==> config.mk <==
export PLATFORM = sky130hd
export DESIGN_NAME = buffer_reader_flat
export DESIGN_NICKNAME = d
export VERILOG_FILES = /design/src/rtl/buffer_reader_if.sv /design/src/rtl/buffer_reader.sv /design/src/flat_wrapper.sv
export SDC_FILE = /design/constraint.sdc
export NUM_CORES = 1
export LEC_CHECK = 0
export ABC_CLOCK_PERIOD_IN_PS = 4700
export CORE_ASPECT_RATIO = 0.5
export CORE_UTILIZATION = 31
export CTS_CLUSTER_SIZE = 25
export DETAILED_ROUTE_END_ITERATION = 16
export GPL_TIMING_DRIVEN = 0
export HOLD_SLACK_MARGIN = 0.15
export PLACE_DENSITY = 0.54
export REMOVE_ABC_BUFFERS = 1
export SLEW_MARGIN = 30
export SYNTH_ARGS = -nofsm -noshare
export SYNTH_HDL_FRONTEND = slang
export SYNTH_SLANG_ARGS = --single-unit
==> constraint.sdc <==
create_clock -name clk -period 4.7 [get_ports clk]
set_input_delay 0.47 -clock clk [delete_from_list [all_inputs] [get_ports clk]]
set_output_delay 0.47 -clock clk [all_outputs]
set_load 0.02 [all_outputs]
==> src/rtl/buffer_reader_if.sv <==
// Reader-side bundle for buffer_reader: buffer memory port plus the output stream handshake.
interface buffer_reader_if #(
    parameter int BufferWidth = 2,
    parameter int DataWidth   = 8
);
    logic [BufferWidth-1:0] W_Addr;
    logic                   Round;
    logic [BufferWidth-1:0] R_Addr;
    logic                   Pop;
    logic [DataWidth-1:0]   Mem_RData;
    logic [DataWidth-1:0]   Out_Data;
    logic                   Out_Valid;
    logic                   Out_Ready;
    logic                   Empty;
    logic [BufferWidth:0]   Count;

    modport master (
        input  W_Addr, Round, Mem_RData, Out_Ready,
        output R_Addr, Pop, Out_Data, Out_Valid, Empty, Count
    );

    modport slave (
        output W_Addr, Round, Mem_RData, Out_Ready,
        input  R_Addr, Pop, Out_Data, Out_Valid, Empty, Count
    );
endinterface

==> src/rtl/buffer_reader.sv <==
// Circular-buffer reader feeding a valid/ready stream through a 2-entry skid FIFO.
// Optional BUFFER_READER_PTR_CHECK_EN adds a sticky Ptr_Err pointer-consistency flag.
module buffer_reader #(
    parameter int BufferWidth = 2,
    parameter int DataWidth   = 8
) (
    input  logic             clk,
    input  logic             aclr_n,
    buffer_reader_if.master  bus
`ifdef BUFFER_READER_PTR_CHECK_EN
    ,
    output logic             Ptr_Err
`endif
);
    localparam int unsigned          Depth  = 2 ** BufferWidth;
    localparam logic [BufferWidth:0] DepthW = (BufferWidth + 1)'(Depth);

    typedef enum logic [1:0] {
        SKID_EMPTY,
        SKID_ONE,
        SKID_TWO
    } skid_state_e;

    skid_state_e            skid_q, skid_d;
    logic [BufferWidth-1:0] r_addr_q, r_addr_d;
    logic                   inflight_q, inflight_d;
    logic [DataWidth-1:0]   head_q, head_d;
    logic [DataWidth-1:0]   tail_q, tail_d;

    logic                   empty;
    logic [BufferWidth:0]   count;
    logic                   out_valid;
    logic                   xfer;
    logic [1:0]             held_cnt;
    logic [1:0]             occ;
    logic [1:0]             occ_after;
    logic                   pop;

    always_comb begin
        empty = (r_addr_q == bus.W_Addr) && !bus.Round;
        count = bus.Round ? (DepthW - {1'b0, r_addr_q} + {1'b0, bus.W_Addr})
                          : ({1'b0, bus.W_Addr} - {1'b0, r_addr_q});

        out_valid = (skid_q != SKID_EMPTY);
        xfer      = out_valid && bus.Out_Ready;

        held_cnt = (skid_q == SKID_TWO) ? 2'd2 :
                   (skid_q == SKID_ONE) ? 2'd1 : 2'd0;
        occ       = held_cnt + {1'b0, inflight_q};
        // A word leaving this cycle frees its slot for a read issued now.
        occ_after = occ - {1'b0, xfer};
        pop       = aclr_n && !empty && (occ_after < 2'd2);
    end

    always_comb begin
        r_addr_d   = pop ? r_addr_q + BufferWidth'(1) : r_addr_q;
        inflight_d = pop;
        skid_d     = skid_q;
        head_d     = head_q;
        tail_d     = tail_q;

        unique case (skid_q)
            SKID_EMPTY: begin
                if (inflight_q) begin
                    head_d = bus.Mem_RData;
                    skid_d = SKID_ONE;
                end
            end
            SKID_ONE: begin
                if (xfer && inflight_q) begin
                    head_d = bus.Mem_RData;
                end else if (xfer) begin
                    skid_d = SKID_EMPTY;
                end else if (inflight_q) begin
                    tail_d = bus.Mem_RData;
                    skid_d = SKID_TWO;
                end
            end
            SKID_TWO: begin
                // Read gating guarantees no arrival here unless the head leaves.
                if (xfer) begin
                    head_d = tail_q;
                    if (inflight_q) begin
                        tail_d = bus.Mem_RData;
                    end else begin
                        skid_d = SKID_ONE;
                    end
                end
            end
            default: begin
                skid_d = SKID_EMPTY;
            end
        endcase
    end

    always_ff @(posedge clk) begin
        if (!aclr_n) begin
            skid_q     <= SKID_EMPTY;
            r_addr_q   <= '0;
            inflight_q <= 1'b0;
            head_q     <= '0;
            tail_q     <= '0;
        end else begin
            skid_q     <= skid_d;
            r_addr_q   <= r_addr_d;
            inflight_q <= inflight_d;
            head_q     <= head_d;
            tail_q     <= tail_d;
        end
    end

    assign bus.R_Addr    = r_addr_q;
    assign bus.Pop       = pop;
    assign bus.Out_Data  = head_q;
    assign bus.Out_Valid = out_valid;
    assign bus.Empty     = empty;
    assign bus.Count     = count;

`ifdef BUFFER_READER_PTR_CHECK_EN
    logic ptr_err_q, ptr_err_d;

    always_comb begin
        ptr_err_d = ptr_err_q
                  | (!bus.Round && (bus.W_Addr < r_addr_q))
                  | ( bus.Round && (bus.W_Addr > r_addr_q));
    end

    always_ff @(posedge clk) begin
        if (!aclr_n) begin
            ptr_err_q <= 1'b0;
        end else begin
            ptr_err_q <= ptr_err_d;
        end
    end

    assign Ptr_Err = ptr_err_q;
`endif

endmodule

==> src/flat_wrapper.sv <==
// flat-port wrapper written by rule: the top's interface ports become plain ports
module buffer_reader_flat 
#(
    parameter int BufferWidth = 2,
    parameter int DataWidth   = 8
)
  (clk, aclr_n, bus_W_Addr, bus_Round, bus_Mem_RData, bus_Out_Ready, bus_R_Addr, bus_Pop, bus_Out_Data, bus_Out_Valid, bus_Empty, bus_Count);
  buffer_reader_if #(.BufferWidth(BufferWidth), .DataWidth(DataWidth)) bus_i ();
  input  logic clk;
  input  logic aclr_n;
  input wire logic [$bits(bus_i.W_Addr)-1:0] bus_W_Addr;
  input wire logic [$bits(bus_i.Round)-1:0] bus_Round;
  input wire logic [$bits(bus_i.Mem_RData)-1:0] bus_Mem_RData;
  input wire logic [$bits(bus_i.Out_Ready)-1:0] bus_Out_Ready;
  output wire logic [$bits(bus_i.R_Addr)-1:0] bus_R_Addr;
  output wire logic [$bits(bus_i.Pop)-1:0] bus_Pop;
  output wire logic [$bits(bus_i.Out_Data)-1:0] bus_Out_Data;
  output wire logic [$bits(bus_i.Out_Valid)-1:0] bus_Out_Valid;
  output wire logic [$bits(bus_i.Empty)-1:0] bus_Empty;
  output wire logic [$bits(bus_i.Count)-1:0] bus_Count;
  assign bus_i.W_Addr = bus_W_Addr;
  assign bus_i.Round = bus_Round;
  assign bus_i.Mem_RData = bus_Mem_RData;
  assign bus_i.Out_Ready = bus_Out_Ready;
  assign bus_R_Addr = bus_i.R_Addr;
  assign bus_Pop = bus_i.Pop;
  assign bus_Out_Data = bus_i.Out_Data;
  assign bus_Out_Valid = bus_i.Out_Valid;
  assign bus_Empty = bus_i.Empty;
  assign bus_Count = bus_i.Count;
  buffer_reader #(.BufferWidth(BufferWidth), .DataWidth(DataWidth)) u_core (.clk(clk), .aclr_n(aclr_n), .bus(bus_i));
endmodule
-- Word level (Yosys, flattened, before mapping)
Cells that the tools add are included.
- equal/unequal tests: 10
- $add $sub $neg: 6
- order comparisons: 1
- muxes and demuxes: 19
- reductions and logical operators: 14
- operators by type and width (kind ; number):
    2-to-1 mux 8 bit ; 7
    case mux 8 bit (3 select lines) ; 1
    case mux 8 bit (2 select lines) ; 1
    2-to-1 mux 2 bit ; 7
    != test 2 bit, second input constant ; 4
    AND reduction 4 bit ; 2
    case mux 2 bit (3 select lines) ; 1
    logical AND 1 bit ; 5
    AND reduction 5 bit ; 1
    != test 2 x 1 -> 1 bit, second input constant ; 2
    nonzero test 2 bit ; 2
    adder 3 x 2 -> 3 bit ; 1
    2-to-1 mux 3 bit ; 1
    != test 3 x 1 -> 1 bit, second input constant ; 1
    nonzero test 3 bit ; 1
    subtractor 2 x 2 -> 3 bit ; 1
    subtractor 3 x 2 -> 3 bit, first input constant ; 1
    adder 2 x 1 -> 2 bit ; 1
    adder 2 x 1 -> 2 bit, second input constant ; 1
    equality test 2 x 1 -> 1 bit, second input constant ; 1
    equality test 2 bit ; 1
    equality test 2 bit, second input constant ; 1
    logical NOT 1 bit ; 2
    logical NOT 2 bit ; 1
    3 further kinds ; 3
- register bits after elaboration: 21
- word-level logic and storage cells: 55
- input port bits: 14

-- Depth between registers and ports, before layout
Gate-level depths: netlist of run 1.
- depth after elaboration: 7
- gate-level depth with buffers: 8
- mapped depth without buffers: 7

-- Worst setup path before layout of run 1
No wires, ideal clock.
- path kind: register -> output
- from: register u_core.skid_q[0]
- to: output bus_Pop
- path slack: 2.152 ns
- arrival: 2.078 ns
- cell stages (with the launch flop): 8
- path buffers: 1
- required time: 4.230 ns
- path through: dfxtp_1 -> buf_6 -> or2_2 -> and2_1 -> ha_1 -> nor3b_1 -> or4_4 -> a21oi_1
- elaborated cells between the ends (all ways): 10
- RTL lines (item ; line ; source):
    start: declaration ; buffer_reader.sv:24 ; skid_state_e skid_q, skid_d;
    start signal: assignment ; buffer_reader.sv:104 ; skid_q <= skid_d;
    nonzero test 2 bit ; buffer_reader.sv:44 ; out_valid = (skid_q != SKID_EMPTY);
    net bus_Out_Valid ; flat_wrapper.sv:18 ; output wire logic [$bits(bus_i.Out_Valid)-1:0] bus_Out_Valid;
    logical AND 1 bit ; buffer_reader.sv:45 ; xfer = out_valid && bus.Out_Ready;
    subtractor 2 x 1 -> 2 bit ; buffer_reader.sv:51 ; occ_after = occ - {1'b0, xfer};
    less-than comparator 2 bit ; buffer_reader.sv:52 ; pop = aclr_n && !empty && (occ_after < 2'd2);
    logical AND 1 bit ; buffer_reader.sv:52 ;
    end: declaration ; flat_wrapper.sv:16 ; output wire logic [$bits(bus_i.Pop)-1:0] bus_Pop;
The timed path passes the listed nets, and every way through them passes these cells.

-- Final worst setup path of run 1
- from: input bus_W_Addr[0]
- to: output bus_Pop
- cells in the longest elaborated chain, start to end: 5
- RTL lines (item ; line ; source):
    start: declaration ; flat_wrapper.sv:11 ; input wire logic [$bits(bus_i.W_Addr)-1:0] bus_W_Addr;
    equality test 2 bit ; buffer_reader.sv:40 ; empty = (r_addr_q == bus.W_Addr) && !bus.Round;
    logical AND 1 bit ; buffer_reader.sv:40 ;
    logical NOT 1 bit ; buffer_reader.sv:52 ;
    logical AND 1 bit (2 in series) ; buffer_reader.sv:52 ;
Every way passes these cells.

==> impl_metrics.py, run 1 <==
metrics = {
    "synthesis": {
        "synth_area_um2": 1090,
        "synthCells": 123,
        "synth.distinct_cells": 30,
        "yosysSeqAreaShare_pct": 38.4,
        "avgSynthCellArea_um2": 8.89,
        "synth_edf_count": 0,
        "synth_common_cells": "dfxtp_1, nand2_1, nor2_1",
        "yosys_warnings": 0,
        "synthFlopType": "dfxtp_1",
        "async_flop_share_pct": 0,
        "yosys-top-cells-area": "dfxtp_1, mux2i_1, nand2_1",
        "synth_top_area_cell": "dfxtp_1",
        "synthDominantCellAreaShare_pct": 38.4,
        "synth_seq_cells": 21,
    },
    "power": {
        "power_density_nw_per_um2": 494,
        "finalPower_w": 0.000708,
        "ir_worst_vdd_mv": 0.148,
        "p_leak_nw": 0.605,
    },
    "routing": {
        "avgRoutedWirePerCell_um": 11.1,
        "ant_nets": 0,
        "drt_iter0_markers": 41,
        "totalWireLength_um": 2180,
        "drc": 0,
        "viasPerCell": 4.59,
        "drt-pass1-iter-count": 4,
        "vias": 899,
    },
    "timing": {
        "fmax_ghz": 0.304,
        "relSlewSlack_pct": 54.8,
        "whs_ns": 0.475,
        "worst_pin_slew_ns": 0.674,
        "finalSetupTns_ns": 0,
        "finalWorstSetupSlack_ns": 1.41,
        "slew_viol_final": 0,
        "period_minus_slack_ns": 3.29,
        "rsz0062_at_grt": "no",
        "finalSetupViolations": 0,
        "finalHoldViolCount": 0,
        "fin_crit_sh_pct": 70.0,
        "fin_worst_skew_ns": 0.00134,
    },
    "flow_run": {
        "drv_cap": 0,
    },
    "final_layout": {
        "antennaDiodeCount": 0,
        "drive_gt1_share_pct": 8.11,
        "post-route-util_pct": 45.2,
        "fin_nets": 167,
        "syn_to_final_growth_pct": 31.1,
        "nFillCells": 337,
    },
    "place": {
        "io_buffer_count": 29,
        "post-place-ws_ns": 1.38,
        "hpwl_um": 1550,
        "place_congestion": 0.717,
    },
    "floorplan": {
        "rows": 14,
        "coreArea_um2": 3170,
        "start_util_pct": 34.5,
        "io-pin-count": 30,
        "fp.dieW_um": 86.0,
        "die-area_um2": 3780,
        "fp.dieH_um": 44.0,
    },
    "setup_path": {
        "crit_type": "in2out",
        "startpoint_type": "input pin",
        "path_common_cell": "clkdlybuf4s50_1",
        "cp_slowest_cell": "clkdlybuf4s50_1",
        "crit_arrival_ns": 2.82,
        "crit_chain": "clkdlybuf4s50_1 -> inv_1 -> ha_1 -> and3b_1 -> or4_4 -> a21oi_1 -> clkdlybuf4s50_1",
        "worstPathMaxFanout": 4,
        "slowest_delay_ns": 0.63,
        "required_ns": 4.23,
        "end_kind": "output pin",
    },
    "global_route": {
        "antenna_found_initial": 0,
        "grt_max_degree": 21,
        "grt_pass1_wl_um": 3630,
        "grt_overflow": 0,
        "grt_usage_pct": 12.7,
        "grt_pass1_vias": 795,
    },
    "clocking": {
        "cts_tree": "yes",
        "hold_buffers": 0,
        "cts_buffer_depth": 2,
        "cts.root.buffer_cell": "clkbuf_8",
        "clk_latency_ns": 0.26,
        "cts.reportedPaths.clkPinSlew_ns": 0.07,
        "cts-resized-gates": 0,
        "cts_setup_buffers": 0,
        "h-tree-depth": 1,
        "cts_buffers": 3,
        "clock_sinks": 21,
    },
    "status": {
        "status": "complete, no violations",
    },
    "min_path": {
        "min_path_type": "reg2reg",
    },
}
final timing paths:
| check | cells past startpoint | slack, ns | start | end |
|---|---|---|---|---|
| hold reg to reg | 2 | 0.48 | u_core.tail_q[2]$_SDFFE_PN0P_ | u_core.bus.Out_Data[2]$_SDFFE_PN0P_ |
| setup reg to reg | 7 | 2.59 | u_core.skid_q[0]$_SDFFE_PN0P_ | u_core.bus.R_Addr[1]$_SDFFE_PN0P_ |
| setup / recovery | 7 | 1.41 | bus_W_Addr[0] | bus_Pop |
| hold / removal | 2 | 0.48 | u_core.tail_q[2]$_SDFFE_PN0P_ | u_core.bus.Out_Data[2]$_SDFFE_PN0P_ |
metal layers:
metal	GRT usage [%]	wire [um]	vias to the layer above
li1	-	-	465
met1	16.8	1080	413
met2	19.7	977	19
met3	4.38	100	2
met4	4.00	21	0
met5	0	0	-
where the power goes:
group / switching, W / internal [W] / total, W
clock network: 0.0000547 / 0.0000603 / 0.000115
registers: 0.0000330 / 0.000216 / 0.000249
logic: 0.000173 / 0.000171 / 0.000344
total: 0.000261 / 0.000448 / 0.000708
through the flow:
stage,instance area (um^2),std cells
2_1_floorplan,1040,115
3_3_place_gp,1390,192
3_5_place_dp,1390,192
4_1_cts,1430,196
5_1_grt,1430,196
6_report,1430,196
logic make-up (layout without fill, tap and decap cells):
| logic type | Yosys count | in the layout | synth area share (%) |
|---|---|---|---|
| compound gates | 18 | 18 | 14.4 |
| flops | 21 | 21 | 38.4 |
| simple gates | 53 | 53 | 23.6 |
| xor+xnor | 1 | 1 | 0.801 |
| mux | 11 | 11 | 10.1 |
| buf+inv | 15 | 40 | 7.44 |
| fa+ha+maj | 4 | 4 | 5.26 |
placed cells by master (no fill, tap or decap), types with 3 or more instances in the layout:
master / count
dfxtp_1: 21
nor3b_1: 3
a311oi_1: 8
nand2_1: 21
nor2_1: 19
ha_1: 3
inv_1: 7
clkbuf_8: 3
clkdlybuf4s50_1: 29
a21oi_1: 4
mux2i_1: 11
registers in the layout, indices dropped and copies added, names as in the netlist:
register and count:
u_core.bus.Out_Data 8, u_core.skid_q 2, u_core.inflight_q 1, u_core.tail_q 8
u_core.bus.R_Addr 2
layout make-up:
| cell class | instances | area [um^2] | area share [%] |
|---|---|---|---|
| inverter | 7 | 26.3 | 1.83 |
| multi-input combinational | 87 | 592 | 41.3 |
| sequential | 21 | 420 | 29.3 |
| clock buffer | 4 | 45.0 | 3.14 |
| tap | 48 | 60.1 | 4.19 |
| timing repair buffer | 29 | 290 | 20.2 |
critical path: cells and delay by family:
kind	cells	cell delay, ns
buffers and inverters	3	1.12
AND/OR/NAND/NOR	2	0.76
adder cells (fa/ha/maj)	1	0.30
AO/OA/AOI/OAI	1	0.18
(Power assumes the default switching activity.)
==> run 2, diff against run 1 <==
--- a/config.mk
+++ b/config.mk
@@ -5,14 +5,14 @@
 export SDC_FILE = /design/constraint.sdc
 export NUM_CORES = 1
 export LEC_CHECK = 0
-export ABC_CLOCK_PERIOD_IN_PS = 4700
+export ABC_CLOCK_PERIOD_IN_PS = 2900
 export CORE_ASPECT_RATIO = 0.5
 export CORE_UTILIZATION = 31
 export CTS_CLUSTER_SIZE = 25
 export DETAILED_ROUTE_END_ITERATION = 16
 export GPL_TIMING_DRIVEN = 0
 export HOLD_SLACK_MARGIN = 0.15
-export PLACE_DENSITY = 0.54
+export PLACE_DENSITY = 0.56
 export REMOVE_ABC_BUFFERS = 1
 export SLEW_MARGIN = 30
 export SYNTH_ARGS = -nofsm -noshare
==> constraint.sdc (replaced) <==
create_clock -name clk -period 2.9 [get_ports clk]
set_input_delay 0.29 -clock clk [delete_from_list [all_inputs] [get_ports clk]]
set_output_delay 0.29 -clock clk [all_outputs]
set_load 0.02 [all_outputs]
==> run 2 against run 1 <==
First-iteration DRC count shrank 37%. Register-to-register slack lost 1.8 ns. Clock-buffer cell count shrank 1. Critical path depth is the same. Setup slack lost 1.3 ns. Largest power group unchanged. Combinational power grew 63%. Critical path type is now reg2out. Non-clock buffer count is the same. Cell area grew 0.79%. Wire length is the same. Clock power grew 69%. Worst hold slack gained 0.0024 ns. Critical endpoint unchanged.
==> impl_metrics.py, run 2 (synthesized netlist as in run 1, its figures left out) <==
metrics = {
    "final_layout": {
        "antennaDiodeCount": 0,
        "layout_commonest_cell": "clkdlybuf4s50_1",
        "register_area_um2": 420,
        "multi_input_area_um2": 603,
        "post-route-util_pct": 45.6,
        "syn_to_final_growth_pct": 32.2,
        "fin_nets": 167,
        "final_cell_area_um2": 1450,
        "drive_gt1_share_pct": 10.1,
        "nFillCells": 311,
        "final_cell_mix": "clkdlybuf4s50_1, nand2_1, dfxtp_1",
    },
    "clocking": {
        "h-tree-depth": 1,
        "cts.reportedPaths.clkPinSlew_ns": 0.08,
        "hold_buffers": 0,
        "cts.root.buffer_cell": "clkbuf_8",
        "cts_tree": "yes",
        "cts_buffer_depth": 2,
        "clock_sinks": 21,
        "cts_setup_buffers": 0,
        "cts_buffers": 3,
        "clk_latency_ns": 0.26,
    },
    "floorplan": {
        "die-area_um2": 3780,
        "coreArea_um2": 3170,
        "rows": 14,
        "fp.dieW_um": 86.0,
        "io-pin-count": 30,
        "start_util_pct": 34.5,
        "fp.dieH_um": 44.0,
    },
    "routing": {
        "drt_iter0_markers": 26,
        "viasPerCell": 4.65,
        "vias": 912,
        "drc": 0,
        "drt-pass1-iter-count": 2,
        "ant_nets": 0,
        "totalWireLength_um": 2180,
        "avgRoutedWirePerCell_um": 11.1,
    },
    "place": {
        "post_dp_cell_area_um2": 1390,
        "hpwl_um": 1520,
        "place_congestion": 0.671,
        "io_buffer_count": 29,
    },
    "setup_path": {
        "end_kind": "output pin",
        "rrSetupSlack_ns": 0.78,
        "worstRegToRegCells": 7,
        "crit_arrival_ns": 2.48,
        "slowest_delay_ns": 0.46,
        "cp_slowest_cell": "or4_4",
        "crit_chain": "or2_2 -> and2_1 -> ha_1 -> nor3b_2 -> or4_4 -> a21oi_1 -> dlygate4sd2_1",
        "crit_type": "reg2out",
        "worstPathMaxFanout": 10,
        "startpoint_type": "flop",
        "required_ns": 2.61,
        "r2r_end": "u_core.bus.R_Addr[1]$_SDFFE_PN0P_",
        "timing.rr.start": "u_core.skid_q[0]$_SDFFE_PN0P_",
    },
    "min_path": {
        "min_path_type": "reg2reg",
        "holdPathStages": 2,
        "hold_end": "u_core.bus.Out_Data[5]$_SDFFE_PN0P_",
        "hp-start": "u_core.tail_q[5]$_SDFFE_PN0P_",
    },
    "global_route": {
        "antenna_found_initial": 0,
        "grt_overflow": 0,
        "grt_usage_pct": 13.1,
        "grt_max_degree": 21,
        "grt_pass1_wl_um": 3710,
        "grt_pass1_vias": 796,
    },
    "timing": {
        "fin_crit_sh_pct": 95.4,
        "relSlewSlack_pct": 55.2,
        "fmax_ghz": 0.361,
        "finalSetupTns_ns": 0,
        "finalHoldViolCount": 0,
        "fin_worst_skew_ns": 0.00207,
        "slew_viol_final": 0,
        "worst_pin_slew_ns": 0.668,
        "finalSetupViolations": 0,
        "period_minus_slack_ns": 2.77,
        "rsz0062_at_grt": "no",
    },
    "power": {
        "p_leak_nw": 0.612,
        "ir_worst_vdd_mv": 0.291,
        "power_density_nw_per_um2": 799,
        "finalPower_w": 0.00115,
    },
    "flow_run": {
        "drv_cap": 0,
    },
    "status": {
        "status": "complete, no violations",
    },
}
run 2: cell count changes in the layout (fill, tap and decap cells not counted):
cell / delta
clkbuf_1: -1
clkdlybuf4s50_1: -1
clkinv_2: +1
dlygate4sd2_1: +1
nor3b_1: -1
nor3b_2: +1
o221ai_1: -1
o221ai_2: +1
run 2: routing by layer:
layer	wire (um)	global-route usage [%]	part of all wire [%]
met1	1110	16.0	51
met2	951	21.4	44
met3	92	4.76	4.2
met4	23	5.00	1.1
met5	0	0	0
run 2: worst max path at each step:
stage                                              from      end  cells past startpoint
final                     u_core.skid_q[0]$_SDFFE_PN0P_  bus_Pop                      7
after detailed placement                  bus_W_Addr[0]  bus_Pop                      7
after global placement                    bus_Out_Ready  bus_Pop                      7
after global routing      u_core.skid_q[0]$_SDFFE_PN0P_  bus_Pop                      7
after CTS                 u_core.skid_q[0]$_SDFFE_PN0P_  bus_Pop                      7
after floorplan           u_core.skid_q[0]$_SDFFE_PN0P_  bus_Pop                      6
run 2: repair_timing:
action                                  4_1_cts  5_1_grt
resized for setup                             1        2
endpoints found under the setup margin        1        1
endpoints found under the hold margin         0        0
gates cloned                                  0        0
run 2: through the flow:
step	worst slack, ns	hold slack, ns	cells
global route	0.00894	0.500	196
finish	0.133	0.478	196
floorplan	0.544	0.434	115
global placement	-0.0447	0.462	192
detailed placement	-0.0440	0.470	192
CTS	0.0961	0.487	196
run 2: worst max-delay path, delay by kind of cell, from the launching register on:
family,cells,cell delay [ns]
AO/OA/AOI/OAI,1,0.16
adder cells (fa/ha/maj),1,0.28
buffers and inverters,1,0.35
flip-flops,1,0.42
AND/OR/NAND/NOR,4,1.01
run 2: layout make-up:
class	instances	area share, %
clock buffer	3	2.86
clock inverter	1	0.346
inverter	7	1.82
multi-input combinational	87	41.7
sequential	21	29.1
tap	48	4.16
timing repair buffer	29	20.0
run 2: power breakdown:
| part | total [W] | switching (W) | internal (W) |
|---|---|---|---|
| Clock | 0.000194 | 0.0000982 | 0.0000958 |
| Combinational | 0.000559 | 0.000283 | 0.000277 |
| Sequential | 0.000402 | 0.0000517 | 0.000350 |
| Total | 0.00115 | 0.000433 | 0.000722 |
